[src/rtl/minterm_scan_ctrl_pkg.sv]
// Purpose: shared types and constants for the minterm scan sequencer.
// Latency: none (declarations only).
// Backpressure: none.
package minterm_scan_ctrl_pkg;

    localparam int NUM_MINTERMS = 8;
    localparam int IDX_W        = 3;

    typedef enum logic [1:0] {
        ST_IDLE  = 2'd0,
        ST_DRIVE = 2'd1,
        ST_DONE  = 2'd2
    } state_t;

    typedef logic [IDX_W-1:0]        idx_t;
    typedef logic [NUM_MINTERMS-1:0] tt_t;

endpackage

[src/rtl/minterm_scan_ctrl_if.sv]
// Purpose: host/DUT-facing bundle of the scan sequencer (request, mask, probe drive, results).
// Latency: none (wires only).
// Backpressure: start is simply ignored while busy; there is no queuing.
// Ports: start/mask/f_in flow host->ctrl; xyz/busy/done/truth/err_cnt/pass flow ctrl->host.
interface minterm_scan_ctrl_if;
    import minterm_scan_ctrl_pkg::*;

    logic       start;
    tt_t        mask;
    logic       f_in;
    idx_t       xyz;
    logic       busy;
    logic       done;
    tt_t        truth;
    logic [3:0] err_cnt;
    logic       pass;

    modport master (
        output start, mask, f_in,
        input  xyz, busy, done, truth, err_cnt, pass
    );

    modport slave (
        input  start, mask, f_in,
        output xyz, busy, done, truth, err_cnt, pass
    );

endinterface

[src/rtl/Decoder_3X8.sv]
// Purpose: 3-to-8 one-hot decoder, D[{x,y,z}] = 1 (x is the MSB).
// Latency: combinational.
// Backpressure: none.
// Ports: x, y, z select inputs; D one-hot output.
module Decoder_3X8 (
    input  logic       x,
    input  logic       y,
    input  logic       z,
    output logic [7:0] D
);

    assign D = 8'b0000_0001 << {x, y, z};

endmodule

[src/rtl/minterm_scan_ctrl.sv]
// Purpose: walks xyz through 0..7, samples f_in into a truth table, counts mismatches vs a minterm mask.
// Latency: done pulses 8*SETTLE cycles after start is accepted; busy drops one cycle later.
// Backpressure: start is accepted only in IDLE; requests while busy are dropped, not queued.
// Ports: clk, rst_n (async active-low); bus = slave side of minterm_scan_ctrl_if.
module minterm_scan_ctrl
    import minterm_scan_ctrl_pkg::*;
#(
    parameter int SETTLE = 2
) (
    input logic                clk,
    input logic                rst_n,
    minterm_scan_ctrl_if.slave bus
);

    localparam logic [3:0] SETTLE_LAST = 4'(SETTLE - 1);
    localparam idx_t       IDX_LAST    = idx_t'(NUM_MINTERMS - 1);

    state_t     state_q,   state_d;
    idx_t       idx_q,     idx_d;
    logic [3:0] cnt_q,     cnt_d;
    tt_t        mask_q,    mask_d;
    tt_t        truth_q,   truth_d;
    logic [3:0] err_cnt_q, err_cnt_d;
    logic       pass_q,    pass_d;
    logic       busy_q,    busy_d;
    logic       done_q,    done_d;

    tt_t  dec;
    logic ref_bit;
    logic sample_now;
    logic last_sample;

    // Reference value for the current minterm: the decoder selects mask bit idx.
    Decoder_3X8 u_dec (
        .x (idx_q[2]),
        .y (idx_q[1]),
        .z (idx_q[0]),
        .D (dec)
    );

    assign ref_bit     = |(dec & mask_q);
    assign sample_now  = (state_q == ST_DRIVE) && (cnt_q == SETTLE_LAST);
    assign last_sample = sample_now && (idx_q == IDX_LAST);

    // State and all counters/results share one register block.
    always_ff @(posedge clk or negedge rst_n) begin
        if (!rst_n) begin
            state_q   <= ST_IDLE;
            idx_q     <= '0;
            cnt_q     <= '0;
            mask_q    <= '0;
            truth_q   <= '0;
            err_cnt_q <= '0;
            pass_q    <= 1'b0;
            busy_q    <= 1'b0;
            done_q    <= 1'b0;
        end else begin
            state_q   <= state_d;
            idx_q     <= idx_d;
            cnt_q     <= cnt_d;
            mask_q    <= mask_d;
            truth_q   <= truth_d;
            err_cnt_q <= err_cnt_d;
            pass_q    <= pass_d;
            busy_q    <= busy_d;
            done_q    <= done_d;
        end
    end

    // Next-state logic.
    always_comb begin
        state_d = state_q;
        case (state_q)
            ST_IDLE:  if (bus.start)   state_d = ST_DRIVE;
            ST_DRIVE: if (last_sample) state_d = ST_DONE;
            ST_DONE:                   state_d = ST_IDLE;
            default:                   state_d = ST_IDLE;
        endcase
    end

    // Datapath and registered-output next values.
    always_comb begin
        idx_d     = idx_q;
        cnt_d     = cnt_q;
        mask_d    = mask_q;
        truth_d   = truth_q;
        err_cnt_d = err_cnt_q;
        pass_d    = pass_q;
        // busy/done are registered images of the upcoming state, so they line up with xyz.
        busy_d    = (state_d != ST_IDLE);
        done_d    = (state_d == ST_DONE);

        case (state_q)
            ST_IDLE: begin
                if (bus.start) begin
                    mask_d    = bus.mask;
                    truth_d   = '0;
                    err_cnt_d = '0;
                    pass_d    = 1'b0;
                    idx_d     = '0;
                    cnt_d     = '0;
                end
            end
            ST_DRIVE: begin
                if (sample_now) begin
                    truth_d[idx_q] = bus.f_in;
                    err_cnt_d      = err_cnt_q + {3'b000, bus.f_in ^ ref_bit};
                    cnt_d          = '0;
                    if (last_sample) begin
                        // idx doubles as the xyz drive, so returning it to 0 parks the block at input 0.
                        idx_d  = '0;
                        pass_d = (err_cnt_d == 4'd0);
                    end else begin
                        idx_d = idx_q + idx_t'(1);
                    end
                end else begin
                    cnt_d = cnt_q + 4'd1;
                end
            end
            default: ;
        endcase
    end

    assign bus.xyz     = idx_q;
    assign bus.busy    = busy_q;
    assign bus.done    = done_q;
    assign bus.truth   = truth_q;
    assign bus.err_cnt = err_cnt_q;
    assign bus.pass    = pass_q;

endmodule
[src/flat_wrapper.sv]
// flat-port wrapper written by rule: the top's interface ports become plain ports
module minterm_scan_ctrl_flat import minterm_scan_ctrl_pkg::*;
#(
    parameter int SETTLE = 2
)
  (clk, rst_n, bus_start, bus_mask, bus_f_in, bus_xyz, bus_busy, bus_done, bus_truth, bus_err_cnt, bus_pass);
  minterm_scan_ctrl_if bus_i ();
  input logic clk;
  input logic rst_n;
  input wire logic [$bits(bus_i.start)-1:0] bus_start;
  input wire logic [$bits(bus_i.mask)-1:0] bus_mask;
  input wire logic [$bits(bus_i.f_in)-1:0] bus_f_in;
  output wire logic [$bits(bus_i.xyz)-1:0] bus_xyz;
  output wire logic [$bits(bus_i.busy)-1:0] bus_busy;
  output wire logic [$bits(bus_i.done)-1:0] bus_done;
  output wire logic [$bits(bus_i.truth)-1:0] bus_truth;
  output wire logic [$bits(bus_i.err_cnt)-1:0] bus_err_cnt;
  output wire logic [$bits(bus_i.pass)-1:0] bus_pass;
  assign bus_i.start = bus_start;
  assign bus_i.mask = bus_mask;
  assign bus_i.f_in = bus_f_in;
  assign bus_xyz = bus_i.xyz;
  assign bus_busy = bus_i.busy;
  assign bus_done = bus_i.done;
  assign bus_truth = bus_i.truth;
  assign bus_err_cnt = bus_i.err_cnt;
  assign bus_pass = bus_i.pass;
  minterm_scan_ctrl #(.SETTLE(SETTLE)) u_core (.clk(clk), .rst_n(rst_n), .bus(bus_i));
endmodule
[config.mk]
export PLATFORM = sky130hd
export DESIGN_NAME = minterm_scan_ctrl_flat
export DESIGN_NICKNAME = d
export VERILOG_FILES = /design/src/rtl/minterm_scan_ctrl_pkg.sv /design/src/rtl/minterm_scan_ctrl_if.sv /design/src/rtl/Decoder_3X8.sv /design/src/rtl/minterm_scan_ctrl.sv /design/src/flat_wrapper.sv
export SDC_FILE = /design/constraint.sdc
export NUM_CORES = 1
export LEC_CHECK = 0
export ABC_AREA = 1
export CORE_MARGIN = 8
export CORE_UTILIZATION = 47
export CTS_CLUSTER_DIAMETER = 100
export DETAILED_ROUTE_END_ITERATION = 16
export PLACE_DENSITY = 0.74
export RECOVER_POWER = 100
export SYNTH_ARGS = -nofsm -noshare
export SYNTH_HDL_FRONTEND = slang
export SYNTH_SLANG_ARGS = --single-unit
[constraint.sdc]
create_clock -name clk -period 2.1 [get_ports clk]
set_input_delay 0.315 -clock clk [delete_from_list [all_inputs] [get_ports clk]]
set_output_delay 0.315 -clock clk [all_outputs]
set_load 0.02 [all_outputs]
==> results of run 1 <==
==> worst paths after layout <==
| path | end | slack (ns) |
|---|---|---|
| worst max-delay path | u_core.bus.pass | -0.20 |
| worst min-delay path | u_core.bus.truth[6] | 0.48 |
| worst max register to register | u_core.bus.pass | -0.20 |
| worst min register to register | u_core.bus.truth[6] | 0.48 |
| max in group asynchronous | u_core.bus.xyz[0] | 0.98 |
| min in group asynchronous | u_core.bus.truth[5] | 0.58 |
==> placed cells by master, fill, tap and decap left out, types with 3 or more instances in the layout <==
cell and count:
buf_4 12, nand2_2 8, clkbuf_4 5, clkdlybuf4s50_1 28, nand3_1 18, inv_2 5, nand3b_1 8, inv_1 10
o21ai_0 5, nand3_2 3, nor2_2 6, dfrtp_2 3, dfrtp_1 29, nor2_1 6, nand2_1 82, o21ai_1 3
ha_4 7
==> cell families (layout without fill, tap and decap cells) <==
logic type               after synthesis  after routing
buffers and inverters                 24             67
XOR/XNOR                               2              2
AND/OR/NAND/NOR                      133            133
adder cells (fa/ha/maj)               10             10
flip-flops                            32             32
AO/OA/AOI/OAI                         10             10
==> area by class of cell <==
| cell class | count | area, um2 | share of cell area |
|---|---|---|---|
| Multi-Input combinational cell | 155 | 902 | 0.394 |
| Clock inverter | 2 | 10.0 | 0.00438 |
| Clock buffer | 6 | 51.3 | 0.0224 |
| Sequential cell | 32 | 805 | 0.352 |
| Inverter | 16 | 62.6 | 0.0274 |
| Tap cell | 48 | 60.1 | 0.0263 |
| Timing Repair Buffer | 43 | 397 | 0.173 |
==> worst max-delay path, delay by kind of cell, from the launching register on <==
kind | cells | cell delay (ns)
adder cells (fa/ha/maj) | 4 | 0.74
buffers and inverters | 1 | 0.06
flip-flops | 1 | 0.47
AND/OR/NAND/NOR | 12 | 0.97
==> sequential cells by signal, summed over array words and instances, names as in the netlist <==
register and count:
u_core.bus.pass 1, u_core.bus.busy 1, u_core.cnt_q 4, u_core.bus.xyz 3, u_core.mask_q 8, u_core.bus.truth 8
u_core.bus.done 1, u_core.state_q 2, u_core.bus.err_cnt 4
==> layer usage <==
layer / global-route usage / up-vias / wire [um]
met5: 0 / - / 0
met4: 0.0808 / 0 / 137
met3: 0.0354 / 14 / 299
met2: 0.211 / 60 / 1840
met1: 0.153 / 692 / 1750
li1: - / 757 / -
==> report_power, final <==
part           internal (mW)  switching [mW]  total [mW]
combinational          0.766           0.943        1.71
clock                  0.159           0.214       0.373
sequential             0.855           0.222        1.08
==> stage by stage <==
stage | setup slack, ns | hold WS [ns]
floorplan | 0.00389 | 0.0194
global placement | -0.0124 | 0.455
detailed placement | -0.125 | 0.458
CTS | 0.000543 | 0.381
global route | -0.216 | 0.497
finish | -0.196 | 0.480
==> timing repair <==
item	in CTS	in global routing
cloned	0	0
resized for setup	12	19
buffers inserted	1	2
hold buffers	0	0
setup endpoints to repair	1	2
pin swaps	6	10
==> results by group, run 1 <==
STA
  • Fin crit share: 1.09
  • Slew Viols, Final: 0
  • Final number of setup-violating endpoints: 2
  • Post-route setup slack: -0.196 ns
  • Clk_skew: 0.00719 ns
  • Endpoints failing hold: 0
  • Final setup TNS: -0.230 ns
  • Min Clock Period, post-route: 2.30 ns
  • RSZ-0062 raised after global routing: yes
  • Least-Margin Pin Slew: 0.784 ns
  • Slew margin rel.: 0.477
  • Fmax: 0.435 GHz

Critical path
  • Worst-path fanout max: 4
  • Slowest Stage Delay on Critical Path: 0.47 ns
  • CP startpoint: u_core.bus.xyz[1]
  • R2R depth: 17
  • Worst R2R Start: u_core.bus.xyz[1]
  • CP required: 2.37 ns
  • CP Cell Sequence: ha_4 > ha_4 > nand2_2 > nand2_2 > nor2_2 > nand2_1 > nand2_1 > nand2_2 > ha_4 > ha_4 > inv_2 > nand2_2 > nor2_2 > nand2_1 > nor2_1 > nand2_1 > nand2_1
  • Slowest-stage cell, CP: dfrtp_2
  • Setup crit start kind: flip-flop
  • Critical path class: reg -> reg
  • Most used cell along the critical path: nand2_1
  • Setup crit end kind: flip-flop
  • Worst EP arrival: 2.57 ns

Pwr
  • Total Power: 3.16 mW
  • Pwr/cell area: 1380 nW/um2
  • Peak VDD IR: 773 uV
  • Leakage: 1.15 nW

Clock network
  • Clock transition at path regs: 0.10 ns
  • Clock tree buffer depth: 2
  • Later-pin clock latency in the skew report: 0.33 ns
  • H-tree depth: 2
  • Num CTS Buffers: 5
  • CTS tree: built
  • CTS root buf: clkbuf_4
  • Num Clock Sinks: 32

Floorplan
  • Die Ht: 76.2 um
  • I/O pins: 30
  • Die X: 76.2 um
  • Row count: 22
  • Initial core utilization: 0.475
  • Die area: 5800 um2
  • Core footprint: 3580 um2

Layout
  • Fraction of layout cells with a size suffix above 1: 0.224
  • Final nets: 275
  • Post-Layout Cell Count: 302
  • Final core occ: 0.639
  • Fillcell total: 312
  • Area Growth Syn to Fin: 34.5%
  • Finished Cell Area: 2290 um2
  • # diodes: 0

Detailed routing
  • WL per Instance: 13.3 um
  • DRT Pass-1 Iters: 4
  • Initial DRC count: 125
  • Final ANT Viol Nets: 0
  • Final wirelength: 4030 um
  • Via Count: 1523
  • DRC: 0
  • Routed vias/inst: 5.04

Synth
  • Adder-cell share of the synthesized area: 0.0736
  • Syn Inst Count: 211
  • Area contributors post-synth: dfrtp_1 47%, nand2_1 20%, ha_1 7.4%
  • FFs w/ async S/R, synth: 1.00
  • Dominant synthesized flop cell: dfrtp_1
  • Post-synth EDFFs: 0
  • Largest family of logic cells by synthesized area: simple AND/OR/NAND/NOR gates
  • Synthesized Nets: 233
  • Post-synthesis register bit count: 32
  • Synthesized area: 1700 um2
  • Post-synthesis mux area share: 0
  • Syn Area/Cell: 8.06 um2
  • Top-area cell type share of the netlist area: 0.471
  • Post-synthesis xor/xnor area fraction: 0.0103
  • Top cells by count, synth: 89 x nand2_1, 32 x dfrtp_1, 20 x nand3_1, 13 x inv_1, 10 x ha_1
  • Yosys warnings: 0
  • Top-count cell post-synth: nand2_1
  • Post-synthesis sequential area ratio: 0.471
  • Yosys cell types: 21
  • Compound-Gate Fraction of Synth Area: 0.0309
  • Post-Synth Simple-Gate Area: 0.342
  • Area leader, netlist: dfrtp_1

Global routing
  • Initial antenna violation count: 0
  • Gr usage total: 0.132
  • Remaining Overflow, GRT: 0
  • Vias in the first global route: 1463
  • Largest net degree at the start of global routing: 33
  • First-pass GRT wire length: 6350 um

Run status
  • Failing checks: setup timing
  • Outcome: complete, but fails checks

Place
  • Placer Congestion: 0.872
  • HPWL after detailed placement: 2660 um
  • Placed cell count: 291
  • # port buffers: 29
  • Placed cell area: 2080 um2

Hold path
  • Hold crit path type: reg -> reg
  • Hold wc startpoint: u_core.bus.truth[6]
  • Hold depth: 2

Job
  • Max cap viols: 0
No activity file was read; power rests on OpenSTA's default activity.
==> run 2: changes to the inputs <==
--- a/config.mk
+++ b/config.mk
@@ -12,6 +12,7 @@
 export DETAILED_ROUTE_END_ITERATION = 16
 export PLACE_DENSITY = 0.74
 export RECOVER_POWER = 100
+export SLEW_MARGIN = 40
 export SYNTH_ARGS = -nofsm -noshare
 export SYNTH_HDL_FRONTEND = slang
 export SYNTH_SLANG_ARGS = --single-unit
==> results of run 2 <==
Final layout, timing and power as in run 1 (identical DEF).
==> run 3: changes to the inputs <==
--- a/config.mk
+++ b/config.mk
@@ -7,10 +7,10 @@
 export LEC_CHECK = 0
 export ABC_AREA = 1
 export CORE_MARGIN = 8
-export CORE_UTILIZATION = 47
+export CORE_UTILIZATION = 52
 export CTS_CLUSTER_DIAMETER = 100
 export DETAILED_ROUTE_END_ITERATION = 16
-export PLACE_DENSITY = 0.74
+export PLACE_DENSITY = 0.78
 export RECOVER_POWER = 100
 export SLEW_MARGIN = 40
 export SYNTH_ARGS = -nofsm -noshare
==> constraint.sdc (replaced) <==
create_clock -name clk -period 2.55 [get_ports clk]
set_input_delay 0.3825 -clock clk [delete_from_list [all_inputs] [get_ports clk]]
set_output_delay 0.3825 -clock clk [all_outputs]
set_load 0.02 [all_outputs]
==> results by group, run 3 (synthesized netlist as in run 1, its figures left out) <==
STA
  • Endpoints failing hold: 0 (unchanged)
  • Final number of setup-violating endpoints: 0 (-2)
  • Slew margin rel.: -0.117 (-0.595)
  • Hold_ws: 0.471 ns (-0.00911 ns)
  • Fmax: 0.434 GHz (-0.37%)
  • Min Clock Period, post-route: 2.30 ns (+0.00844 ns)
  • Least-Margin Pin Slew: 1.68 ns (+0.892 ns)
  • Fin crit share: 0.904 (-0.190)
  • RSZ-0062 raised after global routing: no
  • Slew Viols, Final: 33 (+33)
  • Clk_skew: 0.00723 ns (+0.0000462 ns)
  • Final setup TNS: 0 ns (+0.230 ns)

Critical path
  • Worst R2R Start: u_core.bus.xyz[1]
  • CP required: 2.83 ns (+0.46 ns)
  • Setup crit end kind: flip-flop
  • R2R depth: 17 (unchanged)
  • R2R Setup Slk: 0.25 ns (+0.44 ns)
  • FF-to-FF End: u_core.bus.pass
  • Setup crit start kind: flip-flop
  • Worst EP arrival: 2.58 ns (about the same)
  • Critical path class: reg -> reg
  • Worst-path fanout max: 8 (+4)

Pwr
  • Clock power share: 0.142 (+0.024)
  • Comb power frac: 0.480 (-0.061)
  • Leakage: 1.13 nW (-1.8%)
  • Pwr/cell area: 1090 nW/um2 (-21%)
  • P_int: 1.29 mW (-27%)
  • Switching share of power: 0.428 (-0.00868)
  • Power share of the sequential group: 0.377 (+0.036)
  • NetSw: 0.968 mW (-30%)
  • Peak VDD IR: 666 uV (-14%)

Clock network
  • Clock tree buffer depth: 2 (unchanged)
  • Num Clock Sinks: 32 (unchanged)
  • Clock transition at path regs: 0.10 ns (about the same)
  • H-tree depth: 2 (unchanged)
  • CTS tree: built
  • CTS root buf: clkbuf_4
  • Num CTS Buffers: 5 (unchanged)
  • Later-pin clock latency in the skew report: 0.33 ns (about the same)

Global routing
  • Vias in the first global route: 1424 (-2.7%)
  • Largest net degree at the start of global routing: 33 (unchanged)
  • Remaining Overflow, GRT: 0 (unchanged)
  • Gr usage total: 0.144 (+0.0123)
  • First-pass GRT wire length: 6160 um (-2.9%)
  • Initial antenna violation count: 0 (unchanged)

Floorplan
  • Initial core utilization: 0.552 (+0.0773)
  • Die area: 5360 um2 (-7.6%)
  • Row count: 20 (-9.1%)
  • Die Ht: 73.2 um (-3.9%)
  • Core footprint: 3080 um2 (-14%)
  • I/O pins: 30 (unchanged)
  • Die X: 73.2 um (-3.9%)

Layout
  • Fraction of layout cells with a size suffix above 1: 0.0697 (-0.155)
  • Multi-input gate area: 768 um2 (-15%)
  • Final core occ: 0.673 (+0.0336)
  • Most frequent cells in the layout: 90 x nand2_1, 31 x dfrtp_1, 21 x nand3_1, 19 x dlygate4sd3_1, 15 x inv_1
  • Area Growth Syn to Fin: 21.8%
  • Fillcell total: 284 (-9.0%)
  • Most common cell after layout, fill and taps aside: nand2_1
  • Finished Cell Area: 2070 um2 (-9.5%)
  • Final nets: 266 (-3.3%)
  • Register area: 802 um2 (-0.31%)
  • # diodes: 0 (unchanged)

Detailed routing
  • Final wirelength: 3460 um (-14%)
  • Via Count: 1419 (-6.8%)
  • DRT Pass-1 Iters: 4 (unchanged)
  • DRC: 0 (unchanged)
  • Final ANT Viol Nets: 0 (unchanged)
  • WL per Instance: 12.0 um (-10%)
  • Routed vias/inst: 4.93 (-2.3%)
  • Initial DRC count: 90 (-28%)

Job
  • Max cap viols: 1 (+1)

Place
  • Placed cell area: 2010 um2 (-3.1%)
  • HPWL after detailed placement: 2560 um (-3.7%)
  • Placer Congestion: 0.854 (-2.1%)
  • # port buffers: 29 (unchanged)

Hold path
  • Hold wc startpoint: u_core.bus.truth[0]
  • Hold crit path type: reg -> reg
  • Worst Hold End: u_core.bus.truth[0]
  • Hold depth: 2 (unchanged)

Run status
  • Failing checks: capacitance limit, slew limit
  • Outcome: complete, but fails checks
## run 3: per-layer routing
layer / vias to the layer above / share of wire / GRT usage
li1: 731 / - / -
met4: 0 / 0.016 / 0.0711
met2: 43 / 0.44 / 0.226
met3: 6 / 0.065 / 0.0330
met1: 639 / 0.48 / 0.180
met5: - / 0 / 0
## run 3: cell type report
cell class | instances | share of cell area
multi-input combinational | 155 | 0.371
inverter | 16 | 0.0290
timing repair buffer | 34 | 0.155
tap | 44 | 0.0266
sequential | 32 | 0.387
clock buffer | 7 | 0.0314
## run 3: power groups by stage
stage / Combinational, mW / Clock, mW / Sequential [mW]
4_1_cts: 1.13 / 0.330 / 0.854
3_3_place_gp: 1.10 / 0 / 0.859
3_5_place_dp: 1.13 / 0 / 0.863
2_1_floorplan: 0.702 / 0 / 0.932
5_1_grt: 1.24 / 0.345 / 0.879
6_report: 1.09 / 0.322 / 0.853
## run 3: stage by stage
step,cells,power (mW),setup WS (ns)
after floorplan,211,1.63,0.369
after global placement,280,1.96,0.281
final,288,2.26,0.245
after CTS,287,2.32,0.125
after global routing,288,2.46,0.0282
after detailed placement,280,1.99,0.142
## run 3: how the worst max path moves through the flow
stage,from,endpoint,cells after the start,slack [ns]
after global placement,u_core.bus.xyz[1],u_core.bus.pass,17,0.28
after detailed placement,u_core.bus.xyz[1],u_core.bus.pass,17,0.14
final,u_core.bus.xyz[1],u_core.bus.pass,17,0.25
after CTS,u_core.bus.xyz[1],u_core.bus.pass,17,0.12
after global routing,u_core.bus.xyz[1],u_core.bus.pass,17,0.03
after floorplan,u_core.bus.xyz[0],u_core.bus.pass,17,0.37
## run 3: timing repair
item | 4_1_cts | 5_1_grt
endpoints found under the setup margin | 0 | 1
setup buffers | 0 | 1
hold buffers | 0 | 0
resized for setup | 0 | 4
## run 3: worst max-delay path: stages (launching register included)
cell     delay (ns)
dfrtp_2        0.46
ha_2           0.21
ha_2           0.20
nand2_1        0.06
nand2_1        0.05
nor2_1         0.13
nand2_1        0.07
nand2_1        0.05
nand2_1        0.05
ha_1           0.20
ha_1           0.28
inv_1          0.07
nand2_1        0.05
nor2_1         0.09
nand2_1        0.07
nor2_1         0.11
nand2_1        0.06
nand2_1        0.05
